==> src/rtl/uart_pkg.sv <==
// Shared definitions for the memory-mapped UART transmitter: FSM states,
// register offsets and STATUS bit positions.
package uart_pkg;

  typedef enum logic [1:0] {
    ST_IDLE  = 2'd0,
    ST_START = 2'd1,
    ST_DATA  = 2'd2,
    ST_STOP  = 2'd3
  } uart_state_e;

  localparam logic REG_TXDATA = 1'b0;
  localparam logic REG_STATUS = 1'b1;

  localparam int STAT_FULL    = 0;
  localparam int STAT_EMPTY   = 1;
  localparam int STAT_BUSY    = 2;
  localparam int STAT_OVF     = 3;
  localparam int STAT_CNT_LSB = 8;

  localparam int OVF_CLR_BIT  = 3;

endpackage

==> src/rtl/uart_fifo.sv <==
// Byte-wide synchronous FIFO; pointers carry one extra wrap bit so full and
// empty are distinguished without a separate counter.
module uart_fifo #(
  parameter int DEPTH = 16
) (
  input  logic                     clock,
  input  logic                     reset,
  input  logic                     push,
  input  logic                     pop,
  input  logic [7:0]               din,
  output logic [7:0]               dout,
  output logic                     full,
  output logic                     empty,
  output logic [$clog2(DEPTH):0]   count
);

  localparam int AW = $clog2(DEPTH);

  logic [7:0]  mem_q [DEPTH];
  logic [AW:0] wptr_q, rptr_q;
  logic        do_push, do_pop;

  // A push into a full FIFO still lands when the same edge frees a slot.
  assign do_pop  = pop && !empty;
  assign do_push = push && (!full || do_pop);

  assign count = wptr_q - rptr_q;
  assign empty = (wptr_q == rptr_q);
  assign full  = (count == (AW + 1)'(DEPTH));
  assign dout  = mem_q[rptr_q[AW-1:0]];

  always_ff @(posedge clock) begin
    if (!reset) begin
      wptr_q <= '0;
      rptr_q <= '0;
    end else begin
      if (do_push) wptr_q <= wptr_q + (AW + 1)'(1);
      if (do_pop)  rptr_q <= rptr_q + (AW + 1)'(1);
    end
  end

  always_ff @(posedge clock) begin
    if (do_push) mem_q[wptr_q[AW-1:0]] <= din;
  end

endmodule

==> src/rtl/uart_tx_mmio.sv <==
// Bus-attached 8N1 UART transmitter: TXDATA pushes into a FIFO, STATUS reports
// FIFO/FSM state and a sticky overflow flag; read data is registered.
module uart_tx_mmio
  import uart_pkg::*;
#(
  parameter int CLKS_PER_BIT = 868,
  parameter int FIFO_DEPTH   = 16
) (
  input  logic        clock,
  input  logic        reset,
  input  logic        sel,
  input  logic [29:0] bus_addr,
  input  logic [31:0] bus_data_w,
  input  logic [3:0]  bus_mask_w,
  output logic [31:0] bus_data_r,
  output logic        tx
);

  localparam int AW = $clog2(FIFO_DEPTH);
  localparam int CW = (CLKS_PER_BIT > 1) ? $clog2(CLKS_PER_BIT) : 1;
  localparam logic [CW-1:0] BAUD_LAST = CW'(CLKS_PER_BIT - 1);

  uart_state_e state_q;
  logic [CW-1:0] baud_q;
  logic [2:0]    idx_q;
  logic [7:0]    shift_q;
  logic          tx_q;
  logic          ovf_q, ovf_d;
  logic [31:0]   rdata_q, rdata_d;
  logic [31:0]   status;

  logic          push_req, stat_wr, drop;
  logic          fifo_pop, fifo_full, fifo_empty;
  logic [7:0]    fifo_dout;
  logic [AW:0]   fifo_count;
  logic          unused_bits;

  assign unused_bits = ^{bus_addr[29:1], bus_data_w[31:8], bus_mask_w[3:1]};

  assign push_req = sel && bus_mask_w[0] && (bus_addr[0] == REG_TXDATA);
  assign stat_wr  = sel && bus_mask_w[0] && (bus_addr[0] == REG_STATUS);
  assign fifo_pop = (state_q == ST_IDLE) && !fifo_empty;
  assign drop     = push_req && fifo_full && !fifo_pop;

  uart_fifo #(.DEPTH(FIFO_DEPTH)) u_fifo (
    .clock (clock),
    .reset (reset),
    .push  (push_req),
    .pop   (fifo_pop),
    .din   (bus_data_w[7:0]),
    .dout  (fifo_dout),
    .full  (fifo_full),
    .empty (fifo_empty),
    .count (fifo_count)
  );

  // A drop on the same edge as a clear leaves the flag set.
  always_comb begin
    ovf_d = ovf_q;
    if (drop)                                  ovf_d = 1'b1;
    else if (stat_wr && bus_data_w[OVF_CLR_BIT]) ovf_d = 1'b0;
  end

  always_comb begin
    status                        = '0;
    status[STAT_FULL]             = fifo_full;
    status[STAT_EMPTY]            = fifo_empty;
    status[STAT_BUSY]             = (state_q != ST_IDLE);
    status[STAT_OVF]              = ovf_q;
    status[STAT_CNT_LSB +: 8]     = 8'(fifo_count);
    rdata_d = (sel && bus_addr[0] == REG_STATUS) ? status : '0;
  end

  always_ff @(posedge clock) begin
    if (!reset) begin
      rdata_q <= '0;
      ovf_q   <= 1'b0;
    end else begin
      rdata_q <= rdata_d;
      ovf_q   <= ovf_d;
    end
  end

  // tx is registered from the current state, so the line lags the FSM by one cycle.
  always_ff @(posedge clock) begin
    if (!reset) begin
      state_q <= ST_IDLE;
      baud_q  <= '0;
      idx_q   <= '0;
      tx_q    <= 1'b1;
    end else begin
      case (state_q)
        ST_START: tx_q <= 1'b0;
        ST_DATA:  tx_q <= shift_q[0];
        default:  tx_q <= 1'b1;
      endcase
      case (state_q)
        ST_IDLE: begin
          if (!fifo_empty) begin
            shift_q <= fifo_dout;
            baud_q  <= '0;
            idx_q   <= '0;
            state_q <= ST_START;
          end
        end
        ST_START: begin
          if (baud_q == BAUD_LAST) begin
            baud_q  <= '0;
            state_q <= ST_DATA;
          end else begin
            baud_q <= baud_q + CW'(1);
          end
        end
        ST_DATA: begin
          if (baud_q == BAUD_LAST) begin
            baud_q  <= '0;
            shift_q <= {1'b0, shift_q[7:1]};
            idx_q   <= idx_q + 3'd1;
            if (idx_q == 3'd7) state_q <= ST_STOP;
          end else begin
            baud_q <= baud_q + CW'(1);
          end
        end
        default: begin
          if (baud_q == BAUD_LAST) begin
            baud_q  <= '0;
            state_q <= ST_IDLE;
          end else begin
            baud_q <= baud_q + CW'(1);
          end
        end
      endcase
    end
  end

  assign tx         = tx_q;
  assign bus_data_r = rdata_q;

endmodule

==> config.mk <==
export PLATFORM = sky130hd
export DESIGN_NAME = uart_tx_mmio
export DESIGN_NICKNAME = d
export VERILOG_FILES = /design/src/rtl/uart_pkg.sv /design/src/rtl/uart_fifo.sv /design/src/rtl/uart_tx_mmio.sv
export SDC_FILE = /design/constraint.sdc
export NUM_CORES = 1
export LEC_CHECK = 0
export ABC_AREA = 1
export CORE_MARGIN = 2
export CORE_UTILIZATION = 30
export CTS_CLUSTER_DIAMETER = 30
export DETAILED_ROUTE_END_ITERATION = 8
export PLACE_DENSITY_LB_ADDON = 0.12
export SKIP_LAST_GASP = 1
export SYNTH_ARGS = -nofsm -noshare
export SYNTH_HDL_FRONTEND = slang
export SYNTH_SLANG_ARGS = --single-unit
==> constraint.sdc <==
create_clock -name clock -period 5.4 [get_ports clock]
set_clock_uncertainty 0.1 [all_clocks]
set_input_delay 1.08 -clock clock [delete_from_list [all_inputs] [get_ports clock]]
set_output_delay 1.08 -clock clock [all_outputs]
set_load 0.02 [all_outputs]
* After elaboration in Yosys (flattened, before gate mapping)
Memories as Yosys holds them, arrays and structs flattened. A register that Yosys moved wholly into a read port is not among the register bits. Cells that the tools add are included.
Operators by class: add/subtract/negate cells 5, multiply operators 0, divide/modulo/power cells 0, magnitude comparators 0, eq/ne operators 10, shift-type cells 0, muxes and demuxes 22, bitwise operators 1, reduce and logical (&&, ||, !) cells 23
Operators with widths (number):
- $mux W10 | 3
- $mux W8 | 2
- $pmux W8 S2 | 1
- $add A10 B1 Y10 const B | 1
- $add A5 B1 Y5 const B | 2
- $eq A10 B10 Y1 const B | 1
- $logic_and A1 B1 Y1 | 10
- $mux W2 | 5
- $mux W4 | 2
- $ne A2 B2 Y1 const B | 4
- $reduce_bool A2 Y1 | 4
- $mux W3 | 2
- $pmux W2 S3 | 1
- $pmux W3 S2 | 1
- $eq A5 B5 Y1 | 1
- $eq A5 B5 Y1 const B | 1
- $reduce_and A5 Y1 | 1
- $sub A5 B5 Y5 | 1
- $mux W1 | 4
- $reduce_and A4 Y1 | 1
- $add A3 B1 Y3 const B | 1
- $eq A3 B3 Y1 const B | 1
- $logic_not A1 Y1 | 3
- $reduce_and A3 Y1 | 1
- 7 further kinds | 7
Word-level totals: register bits after elaboration 67, latch bits 0, RAM bits 128, ROM bits 0, output and inout port bits 33, word-level logic and storage cells 72, memories 1
Memory list:
- u_fifo.mem_q | depth 16, bits a word 8, rd ports 1, clocked after Yosys merged registers in 1, write ports 1, RTL line uart_fifo.sv:19 | logic [7:0] mem_q [DEPTH];

* Longest topological paths before layout
word-level depth 8, depth in mapped cells 13, gate-level depth less buffers 12

* Modules after synthesis
Synthesis repeated with hierarchy kept, for this count alone.
Second synthesis, totals: cell total of the unflattened synthesis 725, area total of the unflattened synthesis 7826.3 µm²
By module, submodules not included:
- uart_fifo | instances 1, cells an instance 477, area an instance 6014.5 µm², sequential area each 4124.0 µm²
- uart_tx_mmio | instances 1, cells an instance 248, area an instance 1811.7 µm², sequential area each 760.7 µm²

* Worst setup path after synthesis
OpenSTA, ideal clock, no wires.
path kind flip-flop to flip-flop, start register u_fifo.wptr_q[0], end memory u_fifo.mem_q[9][0], enable pin, setup time 0.383 ns, arrival time 2.333 ns, setup slack 2.583 ns, stages on the path, launching flop included 12, buffers on the path 1, clock period less this slack 2.817 ns, path through dfxtp_1 -> inv_1 -> ha_1 -> inv_1 -> fa_1 -> inv_1 -> nand2_1 -> and2b_1 -> nand4_4 -> nand2_4 -> buf_6 -> nor3_1
Between the ends: elaborated cells on any way between the ends 11
RTL lines:
- start: declaration | RTL line uart_fifo.sv:20 | logic [AW:0] wptr_q, rptr_q;
- start signal: assignment | RTL line uart_fifo.sv:37 | if (do_push) wptr_q <= wptr_q + (AW + 1)'(1);
- $sub A5 B5 Y5 | RTL line uart_fifo.sv:27 | assign count = wptr_q - rptr_q;
- named net fifo_count[1] | RTL line uart_tx_mmio.sv:35 | logic [AW:0] fifo_count;
- $eq A5 B5 Y1 | RTL line uart_fifo.sv:29 | assign full = (count == (AW + 1)'(DEPTH));
- $logic_not A1 Y1 | RTL line uart_fifo.sv:25 | assign do_push = push && (!full || do_pop);
- $logic_or A1 B1 Y1 | RTL line uart_fifo.sv:25
- $logic_and A1 B1 Y1 | RTL line uart_fifo.sv:25
- $mux W1 | RTL line uart_fifo.sv:43 | if (do_push) mem_q[wptr_q[AW-1:0]] <= din;
- $mux W1 (implied by the code) | RTL line uart_fifo.sv:43
- end: declaration | RTL line uart_fifo.sv:19
The timed path passes the listed nets, and every way through them passes these cells.

* Worst setup path in the final report
start input sel, end memory u_fifo.mem_q[15][3], enable pin
Between the ends: word-level cells in the longest chain between the ends 5
RTL lines:
- start: declaration | RTL line uart_tx_mmio.sv:11 | input logic sel,
- $logic_and A1 B1 Y1 (2 in series) | RTL line uart_tx_mmio.sv:40 | assign push_req = sel && bus_mask_w[0] && (bus_addr[0] == REG_TXDATA);
- $logic_and A1 B1 Y1 | RTL line uart_fifo.sv:25
- $mux W1 | RTL line uart_fifo.sv:43
- $mux W1 (implied by the code) | RTL line uart_fifo.sv:43
Every way passes these cells.

==> metrics.txt <==
Logic pwr share 0.226; clock root buffer clkbuf_16; total gr overflow 0; IO Pins 102; period utilisation layout 0.637; largest net degree at the start of global routing 65; vias in the first global route 4,945; final setup fails 0; Max-slew headroom 0.221; Seq pwr share 0.433; area leader, netlist edfxtp_1; share of post-route cells with drive strength above 1 0.0963; Initial DRC Count 315; Initial DRT Pass Iterations 4; largest family of logic cells by synthesized area simple AND/OR/NAND/NOR gates; post-cts repair resize count 0; post-synth top area share 0.534; Post-layout nets 821; Clock Pin Slew Worst Setup and Hold Paths 0.07 ns; HPWL Detailed 11,500 µm; die height 164 µm; clock share of power 0.341; worst hold path class flop to flop; sequential-to-total area share from yosys stat 0.639; post-synthesis mux area share 0; Synth Area per Inst 10.7 µm²; cells after synthesis 713; Synth Area in Compound Gates 0.103; Post-synth ARST share 0; RSZ-0062 raised after global routing false; Yosys reg bits 176; EDFF count, synth 136; WP data required 5.33 ns; Total Routing Usage GR 0.142; simple-gate share of the synthesized area 0.160; CP Launch Type primary input; VDD IR max 214 µV; Final min period 3.44 ns; setup bufs post-CTS 0; CTS Hold Buffers Added 0; synth top area cells edfxtp_1 53%, dfxtp_1 10%, nor2_1 5.3%; leakage 3.07 nW; Yosys cell types 39; die width 164 µm; I/O Buffers 22; Post-Synthesis Cell Area 7640 µm²; Max clock buf depth 2; FMAX 0.291 GHz; Clk Latency, worst-skew pair 0.42 ns; area of the core 25,100 µm²; post-route ant nets 0; worst slew pin tran 1.16 ns; Post-Route WL 18,100 µm; Post-Synth Adder-Cell Area 0.0288; final setup TNS 0 ns; CP Capture Type flop; WL/cell 16.8 µm; Crit Path Max Fanout 21; final hold violations 0; Die Area 26,800 µm²; outcome complete, no violations; initial antenna violation count 0; XOR/XNOR Fraction of Synth Area 0.00688; GPL Wtd Cong 0.756; Residual DRC 0; Max Slew Vio Count 0; Net Sw Power 1.17 mW; critical path arrival 3.37 ns; Crit Path Class primary input to flop; pwr/cell area 422 nW/µm²; internal power 2.54 mW; CTS tree yes; design area 8790 µm²; CTS Sinks 176; Ys Warns 0; H-tree depth 4; Starting Density 0.304; Inserted Diodes 0; Vias 5,034; area growth from synthesis to layout 15.0%; first-pass GRT wire length 28,400 µm; max-cap violations 0; Post-DP Area 8180 µm²; Std-Cell Rows 58; Sw Ratio 0.315; total CTS buffers 17; DR vias/cell 4.67; ys flop type edfxtp_1
[worst paths after layout]
kind                    startpoint  cells after the start                  end  slack, ns
setup / recovery               sel                      5  u_fifo.mem_q[15][3]       1.96
hold reg to reg              ovf_q                      2        bus_data_r[3]       0.34
setup reg to reg  u_fifo.wptr_q[0]                     10  u_fifo.mem_q[15][3]       2.12
hold / removal               ovf_q                      2        bus_data_r[3]       0.34
[cell type report]
| class | count | area (µm²) |
|---|---|---|
| clock buffers | 19 | 433 |
| repair buffers | 35 | 318 |
| fillers | 2503 | 16300 |
| clock inverters | 13 | 178 |
| multi-input cells | 464 | 2410 |
| flip-flops and latches | 176 | 4890 |
| well taps | 330 | 413 |
| inverters | 41 | 154 |
[through the flow]
step / utilization / power [mW] / instances / setup WS, ns / hold WS (ns)
floorplan: - / 2.23 / 735 / 2.58 / 0.305
global placement: 0.326 / 2.46 / 1046 / 1.55 / 0.329
detailed placement: 0.326 / 2.49 / 1046 / 1.51 / 0.323
CTS: 0.350 / 3.76 / 1078 / 1.96 / 0.341
global route: 0.350 / 3.93 / 1078 / 1.87 / 0.370
finish: 0.350 / 3.71 / 1078 / 1.96 / 0.338
[kinds of logic (layout without fill, tap and decap cells)]
| family | Yosys count | in the layout |
|---|---|---|
| flops | 176 | 176 |
| simple gates | 282 | 282 |
| xor+xnor | 6 | 6 |
| other cells | 1 | 23 |
| compound gates | 136 | 136 |
| fa+ha+maj | 17 | 17 |
| buf+inv | 95 | 108 |
[registers in the layout (all words and copies together) (netlist names), named ones only]
register / flops
tx: 1
ovf_q: 1
shift_q: 8
u_fifo.mem_q: 128
u_fifo.rptr_q: 5
u_fifo.wptr_q: 5
idx_q: 3
state_q: 2
bus_data_r: 9
baud_q: 10
[cell usage after synthesis, drive strengths merged, types with 13 or more instances]
cell      n
a21oi    25
buf      35
clkbuf   19
dfxtp    40
edfxtp  136
ha       16
inv      39
nand2   110
nand3    33
nor2    109
nor3     19
o21ai    75
o22ai    13
[power groups by stage]
stage          clock (mW)  combinational [mW]  sequential, mW
3_5_place_dp            0               0.851            1.64
5_1_grt              1.35               0.962            1.61
3_3_place_gp            0               0.830            1.63
4_1_cts              1.30               0.855            1.61
2_1_floorplan           0               0.620            1.61
6_report             1.27               0.839            1.61
[metal layers]
layer	part of all wire	vias up	routed length (µm)	track usage
li1	-	2486	-	-
met1	0.47	2400	8530	0.189
met2	0.46	132	8390	0.229
met3	0.042	16	768	0.0284
met4	0.022	0	394	0.0502
met5	0	-	0	0
[worst max-delay path, stage by stage]
cell             delay, ns
clkdlybuf4s50_1       0.48
nand2_1               0.07
nor2_1                0.49
nand2_4               0.30
nor2_1                0.95
[cells in the final DEF, fill, tap and decap left out, drive strengths merged, types with 6 or more instances in the layout]
cell	synthesis	final
a21oi	25	25
clkbuf	19	19
edfxtp	136	136
o211ai	11	11
o21ai	75	75
o221ai	11	11
nor3	19	19
buf	35	13
inv	39	43
dfxtp	40	40
o22ai	13	13
clkdlybuf4s50	0	22
nor2	109	109
conb	1	23
nand3	33	33
clkinv	2	6
nand2	110	110
ha	16	16
Power figures use the tool's default switching activity.
